<file path="config.mk">
export PLATFORM = sky130hd
export DESIGN_NAME = zero_cross_period_meter
export DESIGN_NICKNAME = d
export VERILOG_FILES = /design/src/rtl/zero_cross_period_meter.sv
export SDC_FILE = /design/constraint.sdc
export NUM_CORES = 1
export LEC_CHECK = 0
export ABC_AREA = 0
export BUFFER_PORTS_ARGS = -buffer_cell sky130_fd_sc_hd__buf_4
export CAP_MARGIN = 20
export CORE_ASPECT_RATIO = 0.6
export CORE_MARGIN = 1.5
export CORE_UTILIZATION = 54
export CTS_BUF_LIST = sky130_fd_sc_hd__clkbuf_16
export DETAILED_ROUTE_END_ITERATION = 7
export HOLD_SLACK_MARGIN = 0.12
export PLACE_DENSITY = 0.8
export SLEW_MARGIN = 25
export SYNTH_ARGS = -nofsm -noshare
export SYNTH_HDL_FRONTEND = slang
export SYNTH_SLANG_ARGS = --single-unit
</file>
<file path="constraint.sdc">
create_clock -name CLOCK_50 -period 3.4 [get_ports CLOCK_50]
set_input_delay 0.34 -clock CLOCK_50 [delete_from_list [all_inputs] [get_ports CLOCK_50]]
set_output_delay 0.34 -clock CLOCK_50 [all_outputs]
set_load 0.01 [all_outputs]
</file>
<file path="src/rtl/zero_cross_period_meter.sv">
// Rising zero-crossing period meter with hysteresis; `define ZCPM_AVG_EN to average 2**AVG_LOG2 periods.
// Outputs registered one cycle after the sample strobe; no backpressure, every strobe is consumed.
module zero_cross_period_meter #(
  parameter logic signed [31:0] HYST       = 32'sd4000000,
  parameter int                 PERIOD_W   = 16,
  parameter int                 MAX_PERIOD = 4800,
  parameter int                 AVG_LOG2   = 2
) (
  input  logic                CLOCK_50,
  input  logic                resetn,
  input  logic                sample_valid,
  input  logic signed [31:0]  sample_in,
  output logic                crossing,
  output logic [PERIOD_W-1:0] period,
  output logic                period_valid,
  output logic                no_signal
);

  typedef enum logic {SEEK_LOW = 1'b0, SEEK_HIGH = 1'b1} state_t;

  localparam logic [PERIOD_W-1:0] MAX_P = PERIOD_W'(MAX_PERIOD);

  if (MAX_PERIOD < 1 || MAX_PERIOD >= (1 << PERIOD_W) || AVG_LOG2 < 0) begin : g_bad_cfg
    $error("zero_cross_period_meter: MAX_PERIOD must fit in PERIOD_W and AVG_LOG2 must be >= 0");
  end

  state_t              state;
  logic                have_ref;
  logic [PERIOD_W-1:0] count;
  logic [PERIOD_W-1:0] count_inc;
  logic                is_low;
  logic                is_high;
  logic                qual;
  logic                hit_max;

  assign is_low    = sample_in < -HYST;
  assign is_high   = sample_in > HYST;
  assign qual      = (state == SEEK_HIGH) && is_high;
  assign count_inc = count + PERIOD_W'(1);
  // A crossing landing exactly on the limit is a timeout, not a period.
  assign hit_max   = have_ref && (count_inc == MAX_P);

`ifdef ZCPM_AVG_EN
  localparam int ACC_W = PERIOD_W + AVG_LOG2;
  localparam int IDX_W = (AVG_LOG2 > 0) ? AVG_LOG2 : 1;
  localparam logic [IDX_W-1:0] IDX_LAST = IDX_W'((1 << AVG_LOG2) - 1);

  logic [ACC_W-1:0] acc;
  logic [ACC_W-1:0] acc_sum;
  logic [IDX_W-1:0] idx;

  assign acc_sum = acc + ACC_W'(count_inc);
`endif

  always_ff @(posedge CLOCK_50 or negedge resetn) begin
    if (!resetn) begin
      state        <= SEEK_LOW;
      have_ref     <= 1'b0;
      count        <= '0;
      crossing     <= 1'b0;
      period_valid <= 1'b0;
      period       <= '0;
      no_signal    <= 1'b1;
`ifdef ZCPM_AVG_EN
      acc          <= '0;
      idx          <= '0;
`endif
    end else begin
      crossing     <= 1'b0;
      period_valid <= 1'b0;
      if (sample_valid) begin
        if (state == SEEK_LOW) begin
          if (is_low) state <= SEEK_HIGH;
        end else if (is_high) begin
          state <= SEEK_LOW;
        end

        if (qual) begin
          crossing <= 1'b1;
          have_ref <= 1'b1;
          count    <= '0;
          if (have_ref && !hit_max) begin
`ifdef ZCPM_AVG_EN
            if (idx == IDX_LAST) begin
              period       <= PERIOD_W'(acc_sum >> AVG_LOG2);
              period_valid <= 1'b1;
              no_signal    <= 1'b0;
              acc          <= '0;
              idx          <= '0;
            end else begin
              acc <= acc_sum;
              idx <= idx + IDX_W'(1);
            end
`else
            period       <= count_inc;
            period_valid <= 1'b1;
            no_signal    <= 1'b0;
`endif
          end
        end else if (have_ref) begin
          count <= count_inc;
        end

        // Timeout keeps the FSM state; only the reference and partial results go.
        if (hit_max) begin
          no_signal <= 1'b1;
          count     <= '0;
          if (!qual) have_ref <= 1'b0;
`ifdef ZCPM_AVG_EN
          acc       <= '0;
          idx       <= '0;
`endif
        end
      end
    end
  end

endmodule

</file>
Yosys cells after proc, flatten, opt, wreduce, memory -nomap -nowiden --
Cells that the tools add are included. Widths: inputs -> output; s select.
Storage, ports and cells: bits in registers 37, input bits 35
Operators by class: add/sub/neg operators 1, $lt $le $gt $ge 2, equality and inequality tests 1, multiplexer cells 17, reduce and logical (&&, ||, !) cells 10
Operators with widths (count):
- $mux 16 | 3
- $gt 32x23->1 const B | 1
- $lt 32x23->1 const B | 1
- $add 16x1->16 const B | 1
- $eq 16x13->1 const B | 1
- $mux 1 | 14
- $reduce_and 3->1 | 2
- $reduce_bool 2->1 | 2
- $logic_and 1x1->1 | 3
- $reduce_bool 3->1 | 1
- $reduce_and 2->1 | 1
- $logic_not 1->1 | 1

Logic depth before layout (Yosys ltp) --
Gate-level depths: netlist of the first run.
depth after elaboration 8, gate-level depth with buffers 11

Worst setup path after synthesis of the first run --
OpenSTA, ideal clock, no wires.
kind register to register, start point register count[0], end point register period[10], library setup time 125 ps, data arrival time 2808 ps, setup slack 467 ps, stages on the path, launching flop included 12, period minus slack after synthesis 2933 ps, cell sequence dfrtp_1 > ha_1 > buf_2 > nand2_1 > a21oi_2 > or3b_1 > a2111oi_1 > or3b_1 > buf_6 > nand3_4 > buf_12 > mux2_4
On the way: longest elaborated chain between the ends 6
Ends and longest elaborated chain:
- from (decl) | RTL line 29 | logic [PERIOD_W-1:0] count;
- from (signal assigned) | RTL line 101 | count <= count_inc;
- $add 16x1->16 (*) | RTL line 39 | assign count_inc = count + PERIOD_W'(1);
- $eq 16x13->1 | RTL line 41 | assign hit_max = have_ref && (count_inc == MAX_P);
- $logic_and 1x1->1 | RTL line 41
- $logic_not 1->1 | RTL line 82 | if (have_ref && !hit_max) begin
- $logic_and 1x1->1 | RTL line 82
- $reduce_and 3->1 (no source line)
- to (signal assigned) | RTL line 95 | period <= count_inc;
- to (decl) | RTL line 14 | output logic [PERIOD_W-1:0] period,
Mark *: on every way between the ends. The rest lies on a longest branch, timed or not. A chain may end at the register's enable or synchronous reset.

Worst setup path after layout of the first run --
start point register count[2], end point register period[13]
The elaborated chain is that of the path after synthesis.

==> impl_results.md, run 1 <==
- Seq cells post-synth: 37
- Gate Count Post-Synth: ~250
- Hold Path Class: in -> reg
- Largest net degree at the start of global routing: 38
- Die width: 87.5 um
- Hold_ws: around 0.34 ns
- Area leader, netlist: dfrtp_1
- Die Ht: 53.7 um
- Tmin final: 3.21 ns
- Switching Fraction: 0.319
- Ratio of cells with drive above 1 in the final layout: 0.295
- Vias per cell: 5.96
- Hold Path Depth: 3
- Cell-internal power: a little over 1 mW
- Critical path required time: ~3.6 ns
- First-pass GRT wire length: between 9000 and 10000 um
- Crit-path max FO: 17
- Power Total: ~1.5 mW
- Post-route ant nets: 0
- Switching pwr: ~0.47 mW
- Max Cap Viol: 0
- GRT met1 Usage: 0.388
- IO Port Bufs: 53
- Initial core utilization: 0.562
- Busiest layer in global routing: met2
- Pre-CTS WS: approximately 0.15 ns
- Synth top area cells: dfrtp_1 39%, mux2_4 4.5%, xnor2_1 4.2%
- CTS tree: built
- Sequential share of the synthesized area: 0.400
- Kind of critical path: reg -> reg
- Worst-path clk slew: around 0.060 ns
- Sequential power share: 0.425
- Clock Latency Late Sink: roughly 0.28 ns
- Vias in the first global route: between 2000 and 2500
- Gpl congestion: 1.06
- Clock Skew: around 0.0043 ns
- Drt pass-1 iters: 5
- Cell leakage power: around 1.3 nW
- Worst-Margin Slew: about 0.66 ns
- P&R area growth vs syn: 22.9%
- Layout Nets: 327
- Total Routing Usage GR: 0.271
- CTS Sinks: 37
- RSZ-0062 raised after global routing: false
- Met3 usage: 0.0752
- Ratio of final minimum period to clock period: 0.944
- Final wirelength: between 5000 and 6000 um
- EDFF count, synth: 0
- Unique masters post-synth: 53
- Worst Setup Slack, final: 0.191 ns
- Antenna violations before repair: 0
- Top cell type's share of synthesized area: 0.389
- Most common cell after layout, fill and taps aside: buf_4
- Top FF cell, synth: dfrtp_1
- Asr flop ratio synth: 1.00
- CP Capture Type: flop
- H-Tree Level Count: 2
- Final Setup Violations: 0
- Initial DRC Count: between 150 and 200
- Row count: 18
- Core area: ~4100 um2
- Max Slew Vio Count: 0
- Die Area: around 4700 um2
- Post-route DRC: 0
- Clock Tree Buf Depth: 2
- Commonest cells after routing, fill and taps aside: 55 x buf_4, 36 x dfrtp_1, 25 x nand2_1
- ANT cells: 0
- CTS buffer count: 5
- Final HPWL DP: around 4300 um
- Mapped cell area: 2320 um2
- Max Freq: a little over 0.3 GHz
- Final Hold Fails: 0
- Critical path startpoint category: flop
- I/O pins: 54
- Rel. slew slack: 0.557
- Vias: about 2100
- Comb power frac: 0.274
- Total grt overflow: 0
- Syn Area/Cell: 9.41 um2
- TNS Setup: 0 ns
- PD cells: between 500 and 600 nW/um2
- Met2 usage: 0.391
- Ys Warns: 0
- Clk pwr share: 0.301
- Root buffer cell: clkbuf_16
- Reg2reg path depth: 7
- Max VDD drop: 0.279 mV
- Status: finished clean
- Post-CTS Setup Bufs: 0
- Post-route design area: 2850 um2
- Placed cell area: roughly 2700 um2
- Syn Nets: ~280
- Worst path arrival time: 3.38 ns
- Routed length per instance: roughly 17 um
==> logic make-up after synthesis <==
logic type      synth area share
xor+xnor                  0.0454
compound gates             0.150
buf+inv                   0.0702
fa+ha+maj                0.00540
simple gates               0.236
mux                       0.0924
flops                      0.400
==> Yosys cell counts (7+ instances only) <==
cell type,instances
inv_1,9
nor4_1,7
nand3_1,9
nand4_1,8
a21oi_1,9
mux2_4,7
nand2_1,25
o21ai_0,17
dfrtp_1,36
xnor2_1,11
nor2_1,18
mux2_2,7
==> flip-flops by register name (all words and copies together) (netlist names) <==
signal        count
count            16
crossing          1
have_ref          1
no_signal         1
period           16
period_valid      1
state             1
==> metrics by stage <==
stage | utilization | std cells
6_report | 0.691 | 352
4_1_cts | 0.689 | 352
2_1_floorplan | - | 246
3_5_place_dp | 0.652 | 343
5_1_grt | 0.691 | 352
3_3_place_gp | 0.652 | 343
==> timing repair <==
item / in CTS / in global routing
hold buffers: 1 / 0
gates resized for setup: 0 / 1
hold endpoints to repair: 36 / 0
setup endpoints to repair: 0 / 14
==> layer usage <==
| layer | routed length, um | up-vias |
|---|---|---|
| li1 | - | 991 |
| met3 | 546 | 13 |
| met5 | 0 | - |
| met2 | 2350 | 102 |
| met1 | 2840 | 992 |
| met4 | 106 | 0 |
==> cell type report <==
class                      count  area (um2)
fill                         323        1270
multi-input combinational    182        1240
sequential                    37         927
timing repair buffer          56         423
clock buffer                   5         125
tap                           60        75.1
inverter                       9        33.8
clock inverter                 3        17.5
==> worst max-delay path: stages, from the launching register on <==
cell     delay [ns]
dfrtp_1        0.55
nand3_4        0.21
or4_1          0.71
o21ai_2        0.29
o21ai_1        0.09
or3b_1         0.52
nand3_4        0.33
mux2_2         0.38
==> power by group through the flow <==
stage / sequential, mW / clock [mW] / combinational, mW
floorplan: 0.605 / 0 / 0.274
global placement: 0.629 / 0 / 0.398
detailed placement: 0.635 / 0 / 0.402
CTS: 0.629 / 0.455 / 0.405
global route: 0.645 / 0.477 / 0.447
finish: 0.631 / 0.446 / 0.407
==> worst paths after layout <==
kind	startpoint	to	slack [ns]
max	count[2]	period[13]	0.19
max reg2reg	count[2]	period[13]	0.19
max in group asynchronous	resetn	no_signal	2.48
min in group asynchronous	resetn	count[5]	0.56
min	sample_in[31]	state	0.34
min reg2reg	no_signal	no_signal	0.50
Power figures use the tool's default switching activity.
==> run 2: changes to the inputs <==
--- a/config.mk
+++ b/config.mk
@@ -7,14 +7,15 @@
 export LEC_CHECK = 0
 export ABC_AREA = 0
 export BUFFER_PORTS_ARGS = -buffer_cell sky130_fd_sc_hd__buf_4
-export CAP_MARGIN = 20
+export CELL_PAD_IN_SITES_DETAIL_PLACEMENT = 1
+export CELL_PAD_IN_SITES_GLOBAL_PLACEMENT = 2
 export CORE_ASPECT_RATIO = 0.6
 export CORE_MARGIN = 1.5
-export CORE_UTILIZATION = 54
+export CORE_UTILIZATION = 32
 export CTS_BUF_LIST = sky130_fd_sc_hd__clkbuf_16
 export DETAILED_ROUTE_END_ITERATION = 7
 export HOLD_SLACK_MARGIN = 0.12
-export PLACE_DENSITY = 0.8
+export PLACE_DENSITY_LB_ADDON = 0.1
 export SLEW_MARGIN = 25
 export SYNTH_ARGS = -nofsm -noshare
 export SYNTH_HDL_FRONTEND = slang
==> run 2 against run 1 <==
Net effect: power is 14% higher; hold slack worse by 0.0049 ns; critical path type unchanged; cell area is 6.3% higher; sequential share of layout area is 1.9 points lower; clock skew is 0.00077 ns lower; combinational power is 14% higher; register-to-register slack better by 0.08 ns; count of clock-buffer cells in the layout stayed put; sequential power is 3% lower; largest power group unchanged; maximum frequency is 2.5% higher.
==> impl_results.md, run 2 (same netlist as run 1, synthesis figures left out) <==
- Post-route ant nets: 0 (unchanged)
- ANT cells: 0 (unchanged)
- Most common cell after layout, fill and taps aside: buf_4
- Util after Layout: 0.442 (-0.249)
- Die Area: 7770 um2 (+65%)
- Critical path startpoint category: flop
- CTS buffer count: 5 (unchanged)
- First-pass GRT wire length: 12000 um (+27%)
- Max VDD drop: 0.180 mV (-36%)
- Rel. slew slack: 0.565 (+0.00836)
- Met2 WL: 3000 um (+28%)
- Antenna violations before repair: 0 (unchanged)
- Switching pwr: 0.501 mW (+5.7%)
- Total Routing Usage GR: 0.207 (-0.0642)
- Worst path arrival time: 3.30 ns (-0.08 ns)
- Switching Fraction: 0.297 (-0.0222)
- Top Metal Used: met4
- Final wirelength: 7310 um (+25%)
- Row count: 23 (+5)
- Tmin final: 3.13 ns (-0.0788 ns)
- Power Total: 1.69 mW (+14%)
- Initial core utilization: 0.338 (-0.224)
- Clk pwr share: 0.362 (+0.061)
- Commonest cells after routing, fill and taps aside: 69 x buf_4, 36 x dfrtp_1, 25 x nand2_1
- Ratio of cells with drive above 1 in the final layout: 0.333 (+0.0388)
- Worst-Margin Slew: 0.649 ns (-0.00949 ns)
- CP cell instances: ha_2, nand4_1, nor3_2, xnor2_1, a2111oi_2, or3b_1, nand3_4, mux2_2
- RSZ-0062 raised after global routing: false
- Vias in the first global route: 2224 (+10%)
- Crit-path max FO: 17 (unchanged)
- Cell-internal power: 1.19 mW (+17%)
- Gpl congestion: 0.845 (-20%)
- Max Freq: 0.319 GHz (+2.5%)
- Core area: 6850 um2 (+66%)
- Final HPWL DP: 5640 um (+30%)
- Clock Tree Buf Depth: 2 (unchanged)
- Sequential power share: 0.363 (-0.062)
- Initial DRC Count: 92 (-50%)
- WL met3: 443 um (-19%)
- Post-CTS Setup Bufs: 0 (unchanged)
- Ratio of final minimum period to clock period: 0.921 (-0.0232)
- Final Setup Violations: 0 (unchanged)
- Die Ht: 68.9 um (+28%)
- Crit-path max cell delay: 0.50 ns (-0.21 ns)
- Pre-CTS WS: 0.0294 ns (-0.117 ns)
- TNS Setup: 0 ns (unchanged)
- Cell leakage power: 1.34 nW (+7.1%)
- Largest net degree at the start of global routing: 38 (unchanged)
- Vias per cell: 5.49 (-7.9%)
- IO Port Bufs: 53 (unchanged)
- Clock Latency Late Sink: 0.28 ns (about the same)
- Kind of critical path: reg -> reg
- P&R area growth vs syn: 30.7%
- Die width: 113 um (+29%)
- H-Tree Level Count: 2 (unchanged)
- Clock Skew: 0.00356 ns (-0.000769 ns)
- Top Registers: count: 16 flops, period: 16 flops
- Drt pass-1 iters: 4 (-1)
- Fill count: 806 (+150%)
- PD cells: 557 nW/um2 (+6.9%)
- Final Hold Fails: 0 (unchanged)
- Worst-path clk slew: 0.06 ns (about the same)
- Critical path required time: 3.57 ns (about the same)
- Vias: 2158 (+2.9%)
- Total grt overflow: 0 (unchanged)
- Comb power frac: 0.275 (about the same)
- CTS tree: built
- Layout Nets: 341 (+4.3%)
- CP Capture Type: flop
- Max Slew Vio Count: 0 (unchanged)
- Hold Path Class: in -> reg
- Root buffer cell: clkbuf_16
- Post-route DRC: 0 (unchanged)
- Max Cap Viol: 0 (unchanged)
- Routed length per instance: 18.6 um (+12%)
- M1 wire length: 3800 um (+34%)
- I/O pins: 54 (unchanged)
- CTS Sinks: 37 (unchanged)
- Worst path slowest cell: a2111oi_2
- Status: finished clean
- Worst Setup Slack, final: 0.270 ns (+0.0788 ns)
-- run 2: through the flow --
stage	std cells	cell area, um2	hold slack (ns)
2_1_floorplan	246	2320	0.0444
3_3_place_gp	384	2820	0.345
3_5_place_dp	384	2820	0.350
4_1_cts	393	3020	0.328
5_1_grt	393	3030	0.355
6_report	393	3030	0.336
-- run 2: power groups by stage --
stage	sequential (mW)	combinational (mW)	clock, mW
5_1_grt	0.628	0.510	0.640
3_3_place_gp	0.614	0.461	0
6_report	0.613	0.463	0.611
4_1_cts	0.613	0.464	0.621
2_1_floorplan	0.605	0.274	0
3_5_place_dp	0.621	0.461	0
-- run 2: path summary, 6_finish.rpt --
path | start | to | slack, ns | cells after the start
min in group asynchronous | resetn | count[13] | 0.57 | 2
min | sample_in[31] | state | 0.34 | 3
max | count[0] | period[13] | 0.27 | 8
max in group asynchronous | resetn | no_signal | 2.45 | 2
max reg2reg | count[0] | period[13] | 0.27 | 8
min reg2reg | no_signal | no_signal | 0.49 | 2
-- run 2: area by class of cell --
type	instances	area, um2	area share
multi-input cells	182	1240	0.409
flip-flops and latches	37	927	0.306
repair buffers	70	528	0.174
clock buffers	5	125	0.0413
well taps	87	109	0.0360
clock inverters	3	65.1	0.0215
inverters	9	33.8	0.0112
-- run 2: routing by layer --
layer | up-vias | global-route usage
met2 | 52 | 0.318
li1 | 1022 | -
met3 | 7 | 0.0559
met4 | 0 | 0.0427
met5 | - | 0
met1 | 1077 | 0.293
-- run 2: critical path, delay by kind of cell (launching register included) --
family	cells	cell delay, ns
adders and majority gates	1	0.33
and+or+nand+nor	4	1.17
muxes	1	0.38
AOI/OAI and AO/OA	1	0.50
xor gates and xnor gates	1	0.14
DFF	1	0.49
-- run 2: timing repair --
| action | CTS | global route |
|---|---|---|
| hold buffers | 1 | 0 |
| setup endpoints to repair | 0 | 18 |
| hold endpoints to repair | 36 | 0 |
| gates resized for setup | 0 | 2 |
